--- src/rtl/ft245sync_dev_pkg.sv ---
// Shared constants for the FT245 SyncFIFO device model:
// pin polarity, error flag bit positions and the byte type.
package ft245sync_dev_pkg;

    localparam logic PIN_ON  = 1'b0;
    localparam logic PIN_OFF = 1'b1;

    localparam int ERR_RD_EMPTY = 0;
    localparam int ERR_WR_FULL  = 1;
    localparam int ERR_WR_OE    = 2;
    localparam int ERR_W        = 3;

    typedef logic [7:0] byte_t;

    function automatic logic asserted(logic pin_n);
        return pin_n == PIN_ON;
    endfunction

endpackage

--- src/rtl/ft245sync_dev_if.sv ---
// FT245 SyncFIFO pins plus the host-side byte streams of the device model.
interface ft245sync_dev_if;
    import ft245sync_dev_pkg::*;

    logic        i_pin_oe_n;
    logic        i_pin_rd_n;
    logic        i_pin_wr_n;
    logic        i_pin_siwu;
    byte_t       i_pin_data;
    byte_t       o_pin_data;
    logic        o_pin_data_oe;
    logic        o_pin_rxf_n;
    logic        o_pin_txe_n;
    byte_t       i_h2d_data;
    logic        i_h2d_valid;
    logic        o_h2d_ready;
    byte_t       o_d2h_data;
    logic        o_d2h_valid;
    logic        i_d2h_ready;
    logic [ERR_W-1:0] o_err;

    modport slave (
        input  i_pin_oe_n, i_pin_rd_n, i_pin_wr_n, i_pin_siwu, i_pin_data,
        output o_pin_data, o_pin_data_oe, o_pin_rxf_n, o_pin_txe_n,
        input  i_h2d_data, i_h2d_valid,
        output o_h2d_ready,
        output o_d2h_data, o_d2h_valid,
        input  i_d2h_ready,
        output o_err
    );

    modport master (
        output i_pin_oe_n, i_pin_rd_n, i_pin_wr_n, i_pin_siwu, i_pin_data,
        input  o_pin_data, o_pin_data_oe, o_pin_rxf_n, o_pin_txe_n,
        output i_h2d_data, i_h2d_valid,
        input  o_h2d_ready,
        input  o_d2h_data, o_d2h_valid,
        output i_d2h_ready,
        input  o_err
    );

endinterface

--- src/rtl/ft245sync_dev_byte_fifo.sv ---
// Circular byte FIFO with a look-ahead count used for registered status flags.
module ft245sync_dev_byte_fifo
    import ft245sync_dev_pkg::*;
#(
    parameter int DEPTH = 16
) (
    input  logic                       clk,
    input  logic                       rst,
    input  logic                       push,
    input  byte_t                      din,
    input  logic                       pop,
    output byte_t                      dout,
    output logic [$clog2(DEPTH):0]     count,
    output logic [$clog2(DEPTH):0]     count_next
);

    localparam int AW = $clog2(DEPTH);
    localparam int CW = AW + 1;

    byte_t          mem [DEPTH];
    logic [AW-1:0]  wr_ptr;
    logic [AW-1:0]  rd_ptr;

    // Callers only push when not full and pop when not empty.
    assign count_next = count + CW'(push) - CW'(pop);
    assign dout       = mem[rd_ptr];

    always_ff @(posedge clk) begin
        if (push) begin
            mem[wr_ptr] <= din;
        end
    end

    always_ff @(posedge clk or posedge rst) begin
        if (rst) begin
            wr_ptr <= '0;
            rd_ptr <= '0;
            count  <= '0;
        end else begin
            if (push) begin
                wr_ptr <= wr_ptr + AW'(1);
            end
            if (pop) begin
                rd_ptr <= rd_ptr + AW'(1);
            end
            count <= count_next;
        end
    end

endmodule

--- src/rtl/ft245sync_dev.sv ---
// Device-side FT245 SyncFIFO model: answers OE#/RD#/WR#, drives RXF#/TXE#
// and buffers bytes between the pins and the host valid/ready streams.
module ft245sync_dev
    import ft245sync_dev_pkg::*;
#(
    parameter int DEPTH = 16
) (
    input  logic            i_clk,
    input  logic            i_rst,
    ft245sync_dev_if.slave  bus
);

    localparam int CW = $clog2(DEPTH) + 1;
    localparam logic [CW-1:0] FULL = CW'(DEPTH);

    logic            oe;
    logic            rd;
    logic            wr;
    logic            h2d_push;
    logic            h2d_pop;
    logic            d2h_push;
    logic            d2h_pop;
    logic [CW-1:0]   h2d_count;
    logic [CW-1:0]   h2d_next;
    logic [CW-1:0]   d2h_count;
    logic [CW-1:0]   d2h_next;
    logic [ERR_W-1:0] err;
    logic [ERR_W-1:0] err_set;
    logic            rxf_n;
    logic            txe_n;
    logic            unused_siwu;

    assign unused_siwu = bus.i_pin_siwu;

    assign oe = asserted(bus.i_pin_oe_n);
    assign rd = asserted(bus.i_pin_rd_n);
    assign wr = asserted(bus.i_pin_wr_n);

    assign bus.o_h2d_ready = (h2d_count != FULL);
    assign bus.o_d2h_valid = (d2h_count != '0);

    assign h2d_push = bus.i_h2d_valid && bus.o_h2d_ready;
    assign h2d_pop  = rd && oe && (h2d_count != '0);
    assign d2h_push = wr && !oe && (d2h_count != FULL);
    assign d2h_pop  = bus.o_d2h_valid && bus.i_d2h_ready;

    always_comb begin
        err_set               = '0;
        err_set[ERR_RD_EMPTY] = rd && oe && (h2d_count == '0);
        err_set[ERR_WR_FULL]  = wr && !oe && (d2h_count == FULL);
        // A write under bus contention is reported only as contention.
        err_set[ERR_WR_OE]    = wr && oe;
    end

    ft245sync_dev_byte_fifo #(.DEPTH(DEPTH)) u_h2d (
        .clk        (i_clk),
        .rst        (i_rst),
        .push       (h2d_push),
        .din        (bus.i_h2d_data),
        .pop        (h2d_pop),
        .dout       (bus.o_pin_data),
        .count      (h2d_count),
        .count_next (h2d_next)
    );

    ft245sync_dev_byte_fifo #(.DEPTH(DEPTH)) u_d2h (
        .clk        (i_clk),
        .rst        (i_rst),
        .push       (d2h_push),
        .din        (bus.i_pin_data),
        .pop        (d2h_pop),
        .dout       (bus.o_d2h_data),
        .count      (d2h_count),
        .count_next (d2h_next)
    );

    always_ff @(posedge i_clk or posedge i_rst) begin
        if (i_rst) begin
            err   <= '0;
            rxf_n <= PIN_OFF;
            txe_n <= PIN_OFF;
        end else begin
            err   <= err | err_set;
            rxf_n <= (h2d_next == '0);
            txe_n <= (d2h_next == FULL);
        end
    end

    assign bus.o_err         = err;
    assign bus.o_pin_rxf_n   = rxf_n;
    assign bus.o_pin_txe_n   = txe_n;
    assign bus.o_pin_data_oe = oe;

endmodule
--- src/flat_wrapper.sv ---
// flat-port wrapper written by rule: the top's interface ports become plain ports
module ft245sync_dev_flat import ft245sync_dev_pkg::*;
#(
    parameter int DEPTH = 16
)
  (i_clk, i_rst, bus_i_pin_oe_n, bus_i_pin_rd_n, bus_i_pin_wr_n, bus_i_pin_siwu, bus_i_pin_data, bus_o_pin_data, bus_o_pin_data_oe, bus_o_pin_rxf_n, bus_o_pin_txe_n, bus_i_h2d_data, bus_i_h2d_valid, bus_o_h2d_ready, bus_o_d2h_data, bus_o_d2h_valid, bus_i_d2h_ready, bus_o_err);
  ft245sync_dev_if bus_i ();
  input  logic i_clk;
  input  logic i_rst;
  input wire logic [$bits(bus_i.i_pin_oe_n)-1:0] bus_i_pin_oe_n;
  input wire logic [$bits(bus_i.i_pin_rd_n)-1:0] bus_i_pin_rd_n;
  input wire logic [$bits(bus_i.i_pin_wr_n)-1:0] bus_i_pin_wr_n;
  input wire logic [$bits(bus_i.i_pin_siwu)-1:0] bus_i_pin_siwu;
  input wire logic [$bits(bus_i.i_pin_data)-1:0] bus_i_pin_data;
  output wire logic [$bits(bus_i.o_pin_data)-1:0] bus_o_pin_data;
  output wire logic [$bits(bus_i.o_pin_data_oe)-1:0] bus_o_pin_data_oe;
  output wire logic [$bits(bus_i.o_pin_rxf_n)-1:0] bus_o_pin_rxf_n;
  output wire logic [$bits(bus_i.o_pin_txe_n)-1:0] bus_o_pin_txe_n;
  input wire logic [$bits(bus_i.i_h2d_data)-1:0] bus_i_h2d_data;
  input wire logic [$bits(bus_i.i_h2d_valid)-1:0] bus_i_h2d_valid;
  output wire logic [$bits(bus_i.o_h2d_ready)-1:0] bus_o_h2d_ready;
  output wire logic [$bits(bus_i.o_d2h_data)-1:0] bus_o_d2h_data;
  output wire logic [$bits(bus_i.o_d2h_valid)-1:0] bus_o_d2h_valid;
  input wire logic [$bits(bus_i.i_d2h_ready)-1:0] bus_i_d2h_ready;
  output wire logic [$bits(bus_i.o_err)-1:0] bus_o_err;
  assign bus_i.i_pin_oe_n = bus_i_pin_oe_n;
  assign bus_i.i_pin_rd_n = bus_i_pin_rd_n;
  assign bus_i.i_pin_wr_n = bus_i_pin_wr_n;
  assign bus_i.i_pin_siwu = bus_i_pin_siwu;
  assign bus_i.i_pin_data = bus_i_pin_data;
  assign bus_o_pin_data = bus_i.o_pin_data;
  assign bus_o_pin_data_oe = bus_i.o_pin_data_oe;
  assign bus_o_pin_rxf_n = bus_i.o_pin_rxf_n;
  assign bus_o_pin_txe_n = bus_i.o_pin_txe_n;
  assign bus_i.i_h2d_data = bus_i_h2d_data;
  assign bus_i.i_h2d_valid = bus_i_h2d_valid;
  assign bus_o_h2d_ready = bus_i.o_h2d_ready;
  assign bus_o_d2h_data = bus_i.o_d2h_data;
  assign bus_o_d2h_valid = bus_i.o_d2h_valid;
  assign bus_i.i_d2h_ready = bus_i_d2h_ready;
  assign bus_o_err = bus_i.o_err;
  ft245sync_dev #(.DEPTH(DEPTH)) u_core (.i_clk(i_clk), .i_rst(i_rst), .bus(bus_i));
endmodule
--- config.mk ---
export PLATFORM = sky130hd
export DESIGN_NAME = ft245sync_dev_flat
export DESIGN_NICKNAME = d
export VERILOG_FILES = /design/src/rtl/ft245sync_dev_pkg.sv /design/src/rtl/ft245sync_dev_if.sv /design/src/rtl/ft245sync_dev_byte_fifo.sv /design/src/rtl/ft245sync_dev.sv /design/src/flat_wrapper.sv
export SDC_FILE = /design/constraint.sdc
export NUM_CORES = 1
export LEC_CHECK = 0
export BUFFER_PORTS_ARGS = -buffer_cell sky130_fd_sc_hd__clkbuf_2
export CORE_UTILIZATION = 50
export DETAILED_ROUTE_END_ITERATION = 10
export MAX_ROUTING_LAYER = met4
export PLACE_DENSITY = 0.66
export SETUP_SLACK_MARGIN = 0.02
export SLEW_MARGIN = 20
export SYNTH_ARGS = -nofsm -noshare
export SYNTH_HDL_FRONTEND = slang
export SYNTH_SLANG_ARGS = --single-unit
--- constraint.sdc ---
create_clock -name i_clk -period 4.4 [get_ports i_clk]
set_input_delay 0.22 -clock i_clk [delete_from_list [all_inputs] [get_ports i_clk]]
set_output_delay 0.22 -clock i_clk [all_outputs]
set_load 0.05 [all_outputs]
==> key figures <==
Setup path
  – Stages on worst setup path: 5
  – Crit path DAT: 3.17 ns
  – WP buf/inv: 1
  – Worst reg-to-reg setup slack: 1.23 ns
  – Worst setup SP type: register
  – FF-to-FF End: u_core.bus.o_pin_txe_n$_DFF_PP1_
  – CP Max Fanout: 20
  – R2R Path Start: u_core.u_d2h.count[2]$_DFF_PP0_
  – Crit Path Class: reg2out
  – CP endpoint kind: primary output
  – CP required: 4.18 ns
  – Critical Path Max Stage Delay: 0.75 ns
  – Critical Path, Cell by Cell: and2_1, a221oi_1, o21ai_0, nand2_1, clkbuf_2
  – CP max stage cell: a221oi_1
  – Reg2Reg Depth: 14
  – Critical path startpoint: u_core.u_h2d.rd_ptr[1]$_DFFE_PP0P_
  – CP Capture Point: bus_o_pin_data[6]
  – Family with the most delay on the worst path: compound AO/OA/AOI/OAI gates

Yosys
  – Syn Nets: 707
  – Area share of the largest cell type after synthesis: 0.660
  – Mapped Area: 0.0116 mm²
  – Post-synth cell types: 41
  – EDFF count, synth: 256
  – Top-count cell post-synth: edfxtp_1
  – Synth warn: 0
  – Post-Syn Instances: 659
  – Multiplexer area fraction after synthesis: 0.119
  – Top cells by area, synth: edfxtp_1 (66%), dfrtp_1 (6.2%), mux4_2 (6.2%)
  – Synth Area in Simple Gates: 0.0400
  – Ys flop type: edfxtp_1
  – Avg Cell Area, Syn: 17.7 µm²
  – Complex-gate fraction of the synthesized area: 0.0482
  – FF+latch count, synth: 287
  – Sequential cell area fraction in the yosys report: 0.727
  – Synth area leader: edfxtp_1
  – Largest family of logic cells by synthesized area: multiplexers
  – Xor/xnor share of the synthesized area: 0.0135
  – Asr flop ratio synth: 0.108
  – Synth Area in Adders: 0.0271
  – Commonest cells in the netlist: edfxtp_1 (256), mux2i_1 (64), a221oi_1 (32), mux4_2 (32), nand2_1 (31)

STA
  – Slew Viols, Final: 0
  – Hold WS: 0.0261 ns
  – Setup ws final: 1.01 ns
  – RSZ-0062 raised after global routing: no
  – Fin. Hold Viols: 0
  – Skew final: 0.0186 ns
  – Fmax: 295 MHz
  – Final Critical Period: 3.39 ns
  – Final setup fails: 0
  – Slew HR: 0.297
  – Worst Tran Pin Value: 1.05 ns
  – Final period util: 0.770
  – Sum Neg Setup Slack: 0 ns

Flow run
  – Maxcap violations: 0

Global routing
  – First-pass GRT wire length: 34,800 µm
  – Remaining Overflow, GRT: 0
  – Initial antenna violation count: 0
  – Largest net degree at the start of global routing: 36
  – Total track usage: 0.200
  – Vias in the first global route: 6,048

Routing
  – Via density per instance: 5.77
  – WL met2: 10,100 µm
  – # DRC: 0
  – Met3 routed WL: 1400 µm
  – Drt pass-1 iters: 5
  – DRT met1 WL: 10,500 µm
  – Initial DRC count: 504
  – Via count: 5,930
  – Top Metal Used: met4
  – Post-route ant nets: 0
  – Post-DR wirelength/cell: 21.8 µm
  – Final WL: 22,400 µm

Floorplanning
  – Die H: 155 µm
  – Initial Util: 0.513
  – Rows: 55
  – # IOs: 48
  – Die ar.: 0.0239 mm²
  – CORE AREA: 0.0227 mm²
  – Die Wd: 155 µm

CTS
  – Clock slew at the register clock pins of the worst setup and hold paths: 0.06 ns
  – H-Tree Depth: 1
  – CTS Hold Bufs: 4
  – # clock sinks: 287
  – TritonCTS clock tree: done
  – # Post-CTS Setup Buffers: 0
  – Post-CTS resize count: 0
  – Worst-case clock buffer depth: 3
  – Latest clock arrival within the worst-skew pair: 0.54 ns
  – CTS Buf Count: 29
  – Root Driver: clkbuf_16

Layout
  – Final non-filler cell total: 1,028
  – Syn-to-layout area delta: 13.1%
  – Ant diodes: 0
  – Nets: 769
  – Layout cells sized above 1: 0.201

Status
  – Status: finished, final reports clean

Placed design
  – Pre-CTS WS: 1.18 ns
  – Cells after DPL: 971
  – IO buf count: 46
  – Final HPWL from detailed placement: 14,400 µm
  – GPL Wtd Cong: 0.788

Worst hold path
  – Hold Path Class: in2reg
  – HP Start: bus_i_pin_rd_n

Pwr
  – Peak VDD IR: 0.588 mV
  – Cell Pwr Density: 703 mW/mm²
  – Pleak: 0.00470 µW
  – Total power: 9260 µW
tightest hold or removal path: cells and delay by family:
| kind | cells | cell delay, ns |
|---|---|---|
| simple gates | 1 | 0.09 |
| compound gates | 1 | 0.11 |
| buf+inv | 1 | 0.10 |
stage by stage:
step	utilization	instance area, µm²
global placement	0.536	12200
global route	0.580	13200
CTS	0.580	13200
floorplan	-	11600
finish	0.580	13200
detailed placement	0.536	12200
cell families after synthesis:
family          after synthesis
compound gates               77
xor+xnor                     18
fa+ha+maj                    24
buf+inv                      61
flops                       287
mux                          98
simple gates                 94
report_power, final:
group          switching [µW]  internal (µW)  total (µW)
logic                    1920           1150        3070
clock network             975           1470        2440
registers                 434           3310        3740
total                    3330           5920        9260
placed cells by master (no fill, tap or decap), types with 3 or more instances in the layout:
cell           instances
edfxtp_1             256
mux2i_1               64
clkbuf_2              46
a221oi_1              32
mux4_2                32
nand2_1               31
clkbuf_16             29
inv_1                 27
dfrtp_1               27
nor2_1                26
ha_1                  22
o21ai_0               16
a22oi_1               16
buf_4                 14
xnor2_1               13
nor3_1                11
clkbuf_1               7
nand2b_1               6
clkinv_2               6
xor2_1                 5
clkbuf_8               5
a21oi_1                4
dlygate4sd3_1          4
and2_1                 3
nor4b_1                3
a21o_1                 3
o21ai_1                3
bufinv_16              3
registers in the layout, summed over array words and instances (netlist names):
signal	flops
u_core.u_d2h.wr_ptr	4
u_core.u_h2d.count	5
u_core.bus.o_pin_rxf_n	1
u_core.bus.o_pin_txe_n	1
u_core.bus.o_err	3
u_core.u_d2h.count	5
u_core.u_d2h.rd_ptr	4
u_core.u_h2d.rd_ptr	4
u_core.u_h2d.wr_ptr	4
u_core.u_d2h.mem	128
u_core.u_h2d.mem	128
layer usage:
| metal | up-vias | global-route usage |
|---|---|---|
| li1 | 2716 | - |
| met1 | 3001 | 0.289 |
| met2 | 183 | 0.297 |
| met3 | 30 | 0.0342 |
| met4 | 0 | 0.0528 |
| met5 | - | - |
worst min path at each step:
| stage | end | slack (ns) | cells past startpoint |
|---|---|---|---|
| global route | u_core.bus.o_err[0]$_DFF_PP0_ | 0.02 | 3 |
| detailed placement | u_core.bus.o_err[0]$_DFF_PP0_ | 0.31 | 3 |
| floorplan | u_core.bus.o_err[2]$_DFF_PP0_ | 0.31 | 1 |
| finish | u_core.bus.o_err[0]$_DFF_PP0_ | 0.03 | 3 |
| global placement | u_core.bus.o_err[2]$_DFF_PP0_ | 0.30 | 3 |
| CTS | u_core.bus.o_err[0]$_DFF_PP0_ | 0.01 | 3 |
final cells by class:
cell class                      count  area, µm²
Multi-Input combinational cell    311       2890
Clock inverter                     12        136
Tap cell                          285        357
Timing Repair Buffer               65        395
Inverter                           27        101
Sequential cell                   287       8470
Fill cell                        1718       9540
Clock buffer                       41        821
Power figures use the tool's default switching activity.
